### config.mk
export PLATFORM = sky130hd
export DESIGN_NAME = bmc_stream_decoder
export DESIGN_NICKNAME = d
export VERILOG_FILES = /design/src/rtl/bmc_stream_decoder.sv
export SDC_FILE = /design/constraint.sdc
export NUM_CORES = 1
export LEC_CHECK = 0
export BUFFER_PORTS_ARGS = -buffer_cell sky130_fd_sc_hd__buf_2
export CAP_MARGIN = 20
export CORE_ASPECT_RATIO = 0.9
export CORE_MARGIN = 4
export CORE_UTILIZATION = 50
export CTS_CLUSTER_DIAMETER = 40
export CTS_CLUSTER_SIZE = 8
export DETAILED_ROUTE_END_ITERATION = 12
export GPL_ROUTABILITY_DRIVEN = 0
export PLACE_DENSITY_LB_ADDON = 0.15
export RECOVER_POWER = 100
export SLEW_MARGIN = 5
export SYNTH_ARGS = -nofsm -noshare
export SYNTH_HDL_FRONTEND = slang
export SYNTH_SLANG_ARGS = --single-unit
### constraint.sdc
create_clock -name clk -period 2.51 [get_ports clk]
set_input_delay 0.1255 -clock clk [delete_from_list [all_inputs] [get_ports clk]]
set_output_delay 0.1255 -clock clk [all_outputs]
set_load 0.02 [all_outputs]
### src/rtl/bmc_stream_decoder.sv
// Biphase-mark block decoder: DATA_W cells per block, boundary checking with
// cross-block continuity, registered valid/ready output, error counter, lock FSM.
module bmc_stream_decoder #(
   parameter int unsigned DATA_W   = 24,
   parameter int unsigned CNT_W    = 16,
   parameter int unsigned LOCK_N   = 4,
   parameter int unsigned UNLOCK_N = 2
) (
   input  logic                clk,
   input  logic                rst,
   input  logic [2*DATA_W-1:0] s_block,
   input  logic                s_valid,
   output logic                s_ready,
   input  logic                chk_cont,
   input  logic                clr_cnt,
   output logic [DATA_W-1:0]   m_block,
   output logic                m_err,
   output logic                m_valid,
   input  logic                m_ready,
   output logic                locked,
   output logic [CNT_W-1:0]    err_count
);

   localparam logic [0:0] ST_HUNT   = 1'b0;
   localparam logic [0:0] ST_LOCKED = 1'b1;

   localparam int unsigned RUN_MAX = (LOCK_N > UNLOCK_N) ? LOCK_N : UNLOCK_N;
   localparam int unsigned RUN_W   = $clog2(RUN_MAX + 1);

   logic [0:0]        state;
   logic [0:0]        state_nxt;
   logic [RUN_W-1:0]  run;
   logic [RUN_W-1:0]  run_nxt;
   logic [RUN_W-1:0]  run_inc;
   logic              last_half;
   logic              first;
   logic [DATA_W-1:0] dec;
   logic              blk_err;
   logic              accept;

   assign s_ready = ~m_valid | m_ready;
   assign accept  = s_valid & s_ready;
   assign locked  = (state == ST_LOCKED);

   // Pair i+1 is sent before pair i, so its second half must differ from
   // the first half of pair i; the oldest pair is checked against the last
   // half of the previous accepted block.
   always_comb begin
      dec     = '0;
      blk_err = 1'b0;
      for (int unsigned i = 0; i < DATA_W; i++) begin
         dec[i] = s_block[2*i+1] ^ s_block[2*i];
      end
      for (int unsigned i = 0; i + 1 < DATA_W; i++) begin
         if (s_block[2*i+1] == s_block[2*i+2]) begin
            blk_err = 1'b1;
         end
      end
      if (chk_cont && !first && (s_block[2*DATA_W-1] == last_half)) begin
         blk_err = 1'b1;
      end
   end

   always_comb begin
      state_nxt = state;
      run_nxt   = run;
      run_inc   = run + RUN_W'(1);
      if (accept) begin
         case (state)
            ST_HUNT: begin
               if (blk_err) begin
                  run_nxt = '0;
               end else if (run_inc == RUN_W'(LOCK_N)) begin
                  state_nxt = ST_LOCKED;
                  run_nxt   = '0;
               end else begin
                  run_nxt = run_inc;
               end
            end
            ST_LOCKED: begin
               if (!blk_err) begin
                  run_nxt = '0;
               end else if (run_inc == RUN_W'(UNLOCK_N)) begin
                  state_nxt = ST_HUNT;
                  run_nxt   = '0;
               end else begin
                  run_nxt = run_inc;
               end
            end
            default: begin
               state_nxt = ST_HUNT;
               run_nxt   = '0;
            end
         endcase
      end
   end

   always_ff @(posedge clk or negedge rst) begin
      if (!rst) begin
         m_valid   <= 1'b0;
         m_block   <= '0;
         m_err     <= 1'b0;
         state     <= ST_HUNT;
         run       <= '0;
         last_half <= 1'b0;
         first     <= 1'b1;
      end else begin
         state <= state_nxt;
         run   <= run_nxt;
         if (accept) begin
            m_valid   <= 1'b1;
            m_block   <= dec;
            m_err     <= blk_err;
            last_half <= s_block[0];
            first     <= 1'b0;
         end else if (m_ready) begin
            m_valid <= 1'b0;
         end
      end
   end

   always_ff @(posedge clk or negedge rst) begin
      if (!rst) begin
         err_count <= '0;
      end else if (clr_cnt) begin
         err_count <= '0;
      end else if (accept && blk_err && (err_count != '1)) begin
         err_count <= err_count + CNT_W'(1);
      end
   end

endmodule

==> summary.md, run 1 <==
| Metric | Value |
|---|---|
| # nets final | 429 |
| Post-synthesis compound-gate area fraction | 10.13% |
| Port buffer count | 97 |
| Startpoint types | flop |
| Max Cap Viol | 0 |
| Die height | 78.26 um |
| Global Route Usage Sum | 19.20% |
| CTS Sinks | 48 |
| Mux cell area share after synthesis | 4.197% |
| Distinct cells, synth | 40 |
| Share of layout cells above drive strength 1 | 19.41% |
| Slew Limit Headroom | 21.38% |
| Commonest non-fill, non-tap cell in the layout | buf_2 |
| Htree depth | 2 |
| Antenna viol nets, final | 0 |
| Final Setup Violations | 0 |
| Power per Cell Area | 535.2 nW/um2 |
| Clock Pin Slew Worst Setup and Hold Paths | 0.09 ns |
| Final Max Tran Viols | 0 |
| Routed len/inst | 14.74 um |
| Clk_lat worst skew | 0.29 ns |
| Initial DRC Count | 122 |
| Synth Area in Simple Gates | 21.21% |
| Min cycle time layout | 2.188 ns |
| Post-cts resize count | 0 |
| Register area share after synthesis | 43.84% |
| RSZ-0062 raised after global routing | false |
| Setup CP Type | flop to flop |
| Hpwl dp | 4809 um |
| Largest net degree at the start of global routing | 49 |
| Crit path DAT | 2.37 ns |
| Post-synth ARST share | 100.0% |
| Power consumption | 1.748 mW |
| TritonCTS clock tree | done |
| Die X | 86.07 um |
| Core ar. | 5286 um2 |
| Syn_nets | 333 |
| Fmax | 457.0 MHz |
| Peak VDD IR | 343.5 uV |
| Vias per inst | 5.281 |
| Static Leakage | 1.379 nW |
| CP Data Required Time | 2.69 ns |
| CP Capture Type | flop |
| EDFF count, synth | 0 |
| Initial Util | 51.88% |
| Setup Buffers After CTS | 0 |
| Clk root buf | clkbuf_8 |
| Clock skew | 0.007012 ns |
| CTS Buffer Depth | 2 |
| Hold_buf cts | 1 |
| First-pass GRT wire length | 10,420 um |
| Vias in the first global route | 2,168 |
| Syn avg cell area | 10.01 um2 |
| Main combinational cell family by area after synthesis | simple AND/OR/NAND/NOR gates |
| Max FO, Critical Path | 30 |
| Final instance area | 3266 um2 |
| Grt ovf | 0 |
| Final worst-path cycle share | 87.17% |
| Area of the mapped netlist | 2743 um2 |
| Synth Area in Adders | 2.281% |
| CTS Buf Count | 5 |
| XOR/XNOR share of the synthesized area | 15.33% |
| Status | completed |
| Post-Syn Instances | 274 |
| # IOs | 98 |
| Initial antenna violation count | 0 |
| Worst Max-Slew Pin Slew | 1.179 ns |
| Die area | 6736 um2 |
| DRC | 0 |
| Sum Neg Setup Slack | 0 ns |
| Area grow syn2layout | 19.07% |
| N_diodes | 0 |
| Placed Area | 3269 um2 |
| Synth warn | 0 |
| Commonest non-fill, non-tap cells in the layout | buf_2 (53), dfrtp_1 (47), clkbuf_1 (46), xnor2_1 (37), nand2_1 (32) |
| DRT Pass-1 Iters | 4 |
| Std cell rows | 25 |
| Yosys reg bits | 48 |
| Post-synth top flop | dfrtp_1 |
| Via count | 2,313 |
| Total Wirelength | 6457 um |
| Worst hold path type | primary input to flop |
| Final Hold Viols | 0 |
## synthesized netlist by cell type (4+ instances only)
master,count,area (um2)
nand2_1,32,120.1
nand2b_1,5,31.28
dfrtp_1,47,1176
xnor2_1,37,324.1
nor4_1,6,37.54
xor2_1,11,96.34
a21oi_1,10,50.05
mux2_4,7,105.1
ha_1,5,62.56
clkbuf_1,9,33.78
nor2b_1,7,43.79
o31ai_1,7,52.55
inv_1,4,15.01
nor2_1,8,30.03
nand4_1,7,43.79
or4_1,7,52.55
nor3_2,4,40.04
nand3_1,9,45.04
o21ai_0,24,120.1
## metrics by stage
| stage | instances | setup WS [ns] | hold slack (ns) | utilization [%] |
|---|---|---|---|---|
| after global routing | 438 | 0.2057 | 0.04300 | 61.78 |
| after CTS | 438 | 0.4589 | 0.04243 | 63.74 |
| final | 438 | 0.3220 | 0.04066 | 61.78 |
| after detailed placement | 429 | 0.3123 | 0.2605 | 61.85 |
| after floorplan | 274 | 0.4879 | -0.1701 | - |
| after global placement | 429 | 0.3370 | 0.2615 | 61.85 |
## flip-flops by register name (all words and copies together), names as in the netlist
name	count
err_count	16
first	1
last_half	1
locked	1
m_block	24
m_err	1
m_valid	1
run	3
## path summary, 6_finish.rpt
path,from,endpoint,cells after the start,slack (ns)
worst max-delay path,last_half,err_count[0],7,0.32
worst min-delay path,s_valid,m_valid,2,0.04
worst max register to register,last_half,err_count[0],7,0.32
worst min register to register,m_block[12],m_block[12],2,0.48
max in group asynchronous,rst,m_block[8],3,1.12
min in group asynchronous,rst,err_count[6],3,0.68
## cell families after synthesis
kind of cell | Yosys count
AO/OA/AOI/OAI | 47
flip-flops | 48
adder cells (fa/ha/maj) | 5
multiplexers | 8
XOR/XNOR | 48
AND/OR/NAND/NOR | 102
buffers and inverters | 16
## critical path, stage by stage, from the launching register on
cell and delay (ns):
dfrtp_1 0.41, xnor2_1 0.13, nand3b_1 0.09, nand4_1 0.08
nor4_1 0.34, clkbuf_2 0.51, nor2_1 0.17, mux2_1 0.34
## power by group
part,internal [mW],leakage [nW],switching (mW)
Clock,0.225,0.0455,0.244
Combinational,0.140,0.715,0.256
Sequential,0.842,0.618,0.0408
## per-layer routing
layer	routed length (um)	part of all wire (%)	vias up	track usage (%)
li1	-	-	1154	-
met4	36	0.56	0	3.323
met2	3047	47	58	31.36
met3	373	5.8	5	3.778
met5	0	0	-	0
met1	3000	46	1096	26.76
## area by class of cell
class / count / area, um2
fill: 485 / 2021
multi-input combinational: 210 / 1416
sequential: 48 / 1202
timing repair buffer: 101 / 457.9
clock buffer: 8 / 90.09
tap: 67 / 83.83
inverter: 4 / 15.01
Note: power is estimated with default switching activity, not from simulation.
==> inputs of run 2 (changes only) <==
--- a/config.mk
+++ b/config.mk
@@ -16,6 +16,7 @@
 export GPL_ROUTABILITY_DRIVEN = 0
 export PLACE_DENSITY_LB_ADDON = 0.15
 export RECOVER_POWER = 100
+export REMOVE_ABC_BUFFERS = 1
 export SLEW_MARGIN = 5
 export SYNTH_ARGS = -nofsm -noshare
 export SYNTH_HDL_FRONTEND = slang
==> summary.md, run 2 (synthesis gave the netlist of run 1 again) <==
| Metric | Value |
|---|---|
| Clock Pin Slew Worst Setup and Hold Paths | 0.09 ns (about the same) |
| Initial DRC Count | 75 (-39%) |
| Via count | 2,366 (+2.3%) |
| Power consumption | 1.834 mW (+4.9%) |
| Initial Util | 51.88% (unchanged) |
| Setup Buffers After CTS | 0 (unchanged) |
| Slew Limit Headroom | 44.59% (+23 points) |
| Fillers | 481 (-0.82%) |
| Fmax | 460.8 MHz (+0.82%) |
| Final cell count without fillers | 440 (+0.46%) |
| Vias per inst | 5.377 (+1.8%) |
| Vias in the first global route | 2,270 (+4.7%) |
| Port buffer count | 97 (unchanged) |
| Hpwl dp | 5054 um (+5.1%) |
| Critical path buffers and inverters | 0 (-1) |
| Post-cts resize count | 0 (unchanged) |
| Die area | 6736 um2 (unchanged) |
| Worst hold path type | primary input to flop |
| Peak VDD IR | 356.4 uV (+3.8%) |
| DRC | 0 (unchanged) |
| DRT Pass-1 Iters | 4 (unchanged) |
| Share of layout cells above drive strength 1 | 19.57% (+0.16 points) |
| Commonest non-fill, non-tap cells in the layout | buf_2 (53), clkbuf_1 (48), dfrtp_1 (47), xnor2_1 (37), nand2_1 (32) |
| Static Leakage | 1.388 nW (+0.67%) |
| CTS Sinks | 48 (unchanged) |
| Antenna viol nets, final | 0 (unchanged) |
| Final Max Tran Viols | 0 (unchanged) |
| Clk_lat worst skew | 0.31 ns (+0.02 ns) |
| Crit path DAT | 2.35 ns (-0.02 ns) |
| CTS Buf Count | 5 (unchanged) |
| Startpoint types | flop |
| Final Hold Viols | 0 (unchanged) |
| Area grow syn2layout | 20.12% |
| Sum Neg Setup Slack | 0 ns (unchanged) |
| Max FO, Critical Path | 9 (-70%) |
| Core ar. | 5286 um2 (unchanged) |
| Crit-path max cell delay | 0.48 ns (-0.03 ns) |
| CTS Buffer Depth | 2 (unchanged) |
| Hold_buf cts | 1 (unchanged) |
| Slowest CP cell | dfrtp_1 |
| Largest regs | m_block: 24 flops, err_count: 16 flops, run: 3 flops |
| Top reg by flops | m_block |
| Status | completed |
| Grt ovf | 0 (unchanged) |
| Clock skew | 0.007450 ns (+0.0004380 ns) |
| Clk root buf | clkbuf_8 |
| Inst Count DP | 431 (+0.47%) |
| Cells along the critical path | and4_1, nand4_1, or3b_1, nand2_2, nor2_1, mux2_1 |
| Die X | 86.07 um (unchanged) |
| Global Route Usage Sum | 19.86% (+0.65 points) |
| Initial antenna violation count | 0 (unchanged) |
| Total Wirelength | 6731 um (+4.2%) |
| CP Data Required Time | 2.69 ns (about the same) |
| Setup CP Type | flop to flop |
| Die height | 78.26 um (unchanged) |
| Htree depth | 2 (unchanged) |
| # nets final | 431 (+0.47%) |
| Max Cap Viol | 0 (unchanged) |
| Top delay family on crit path | simple AND/OR/NAND/NOR gates |
| CP Capture Type | flop |
| Commonest non-fill, non-tap cell in the layout | buf_2 |
| Reg-to-reg slack, setup | 0.34 ns (+0.02 ns) |
| Final Setup Violations | 0 (unchanged) |
| Worst Max-Slew Pin Slew | 0.8311 ns (-0.3482 ns) |
| Min cycle time layout | 2.170 ns (-0.01783 ns) |
| First-pass GRT wire length | 10,710 um (+2.8%) |
| Largest net degree at the start of global routing | 39 (-20%) |
| N_diodes | 0 (unchanged) |
| RSZ-0062 raised after global routing | false |
| Final worst-path cycle share | 86.46% (-0.71 points) |
| Power per Cell Area | 556.8 nW/um2 (+4.0%) |
| Routed len/inst | 15.30 um (+3.8%) |
| Max reg flops | 24 (unchanged) |
| TritonCTS clock tree | done |
| # IOs | 98 (unchanged) |
| Std cell rows | 25 (unchanged) |
[run 2: cell types whose count changed in the layout (fill, tap and decap cells not counted), sizes merged]
cell,delta
bufinv,+1
clkinv,+1
[run 2: metal layers]
metal  vias to the layer above  part of all wire (%)  wire length [um]  track usage (%)
li1                       1159                     -                 -                -
met1                      1123                    43              2906            26.21
met2                        74                    50              3338            33.36
met3                        10                   5.8               392            3.987
met4                         0                   1.4                94            4.905
met5                         -                     0                 0                0
[run 2: path summary, 6_finish.rpt]
path | start | end | cells after the start
min in group asynchronous | rst | m_block[15] | 2
max in group asynchronous | rst | err_count[0] | 3
setup reg to reg | err_count[8] | err_count[0] | 6
setup / recovery | err_count[8] | err_count[0] | 6
hold reg to reg | m_err | m_err | 1
hold / removal | s_valid | m_valid | 2
[run 2: report_power, final]
part | internal, mW | total, mW | switching [mW]
combinational | 0.140 | 0.395 | 0.255
sequential | 0.842 | 0.882 | 0.0406
clock | 0.296 | 0.557 | 0.261
[run 2: final cells by class]
type / instances / area, um2 / area share [%]
multi-input cells: 210 / 1421 / 43.14
flip-flops and latches: 48 / 1202 / 36.50
repair buffers: 103 / 464.2 / 14.09
well taps: 67 / 83.83 / 2.545
clock buffers: 6 / 72.57 / 2.203
clock inverters: 2 / 35.03 / 1.063
inverters: 4 / 15.01 / 0.4558
[run 2: stage by stage]
stage	instance area [um2]	worst slack (ns)	hold slack (ns)	utilization, %
final	3294	0.3399	0.05676	62.32
after global routing	3294	0.1887	0.06852	62.32
after CTS	3402	0.4283	0.06131	64.35
after detailed placement	3284	0.4008	0.2741	62.13
after global placement	3284	0.4050	0.2647	62.13
after floorplan	2675	0.05467	-0.1701	-
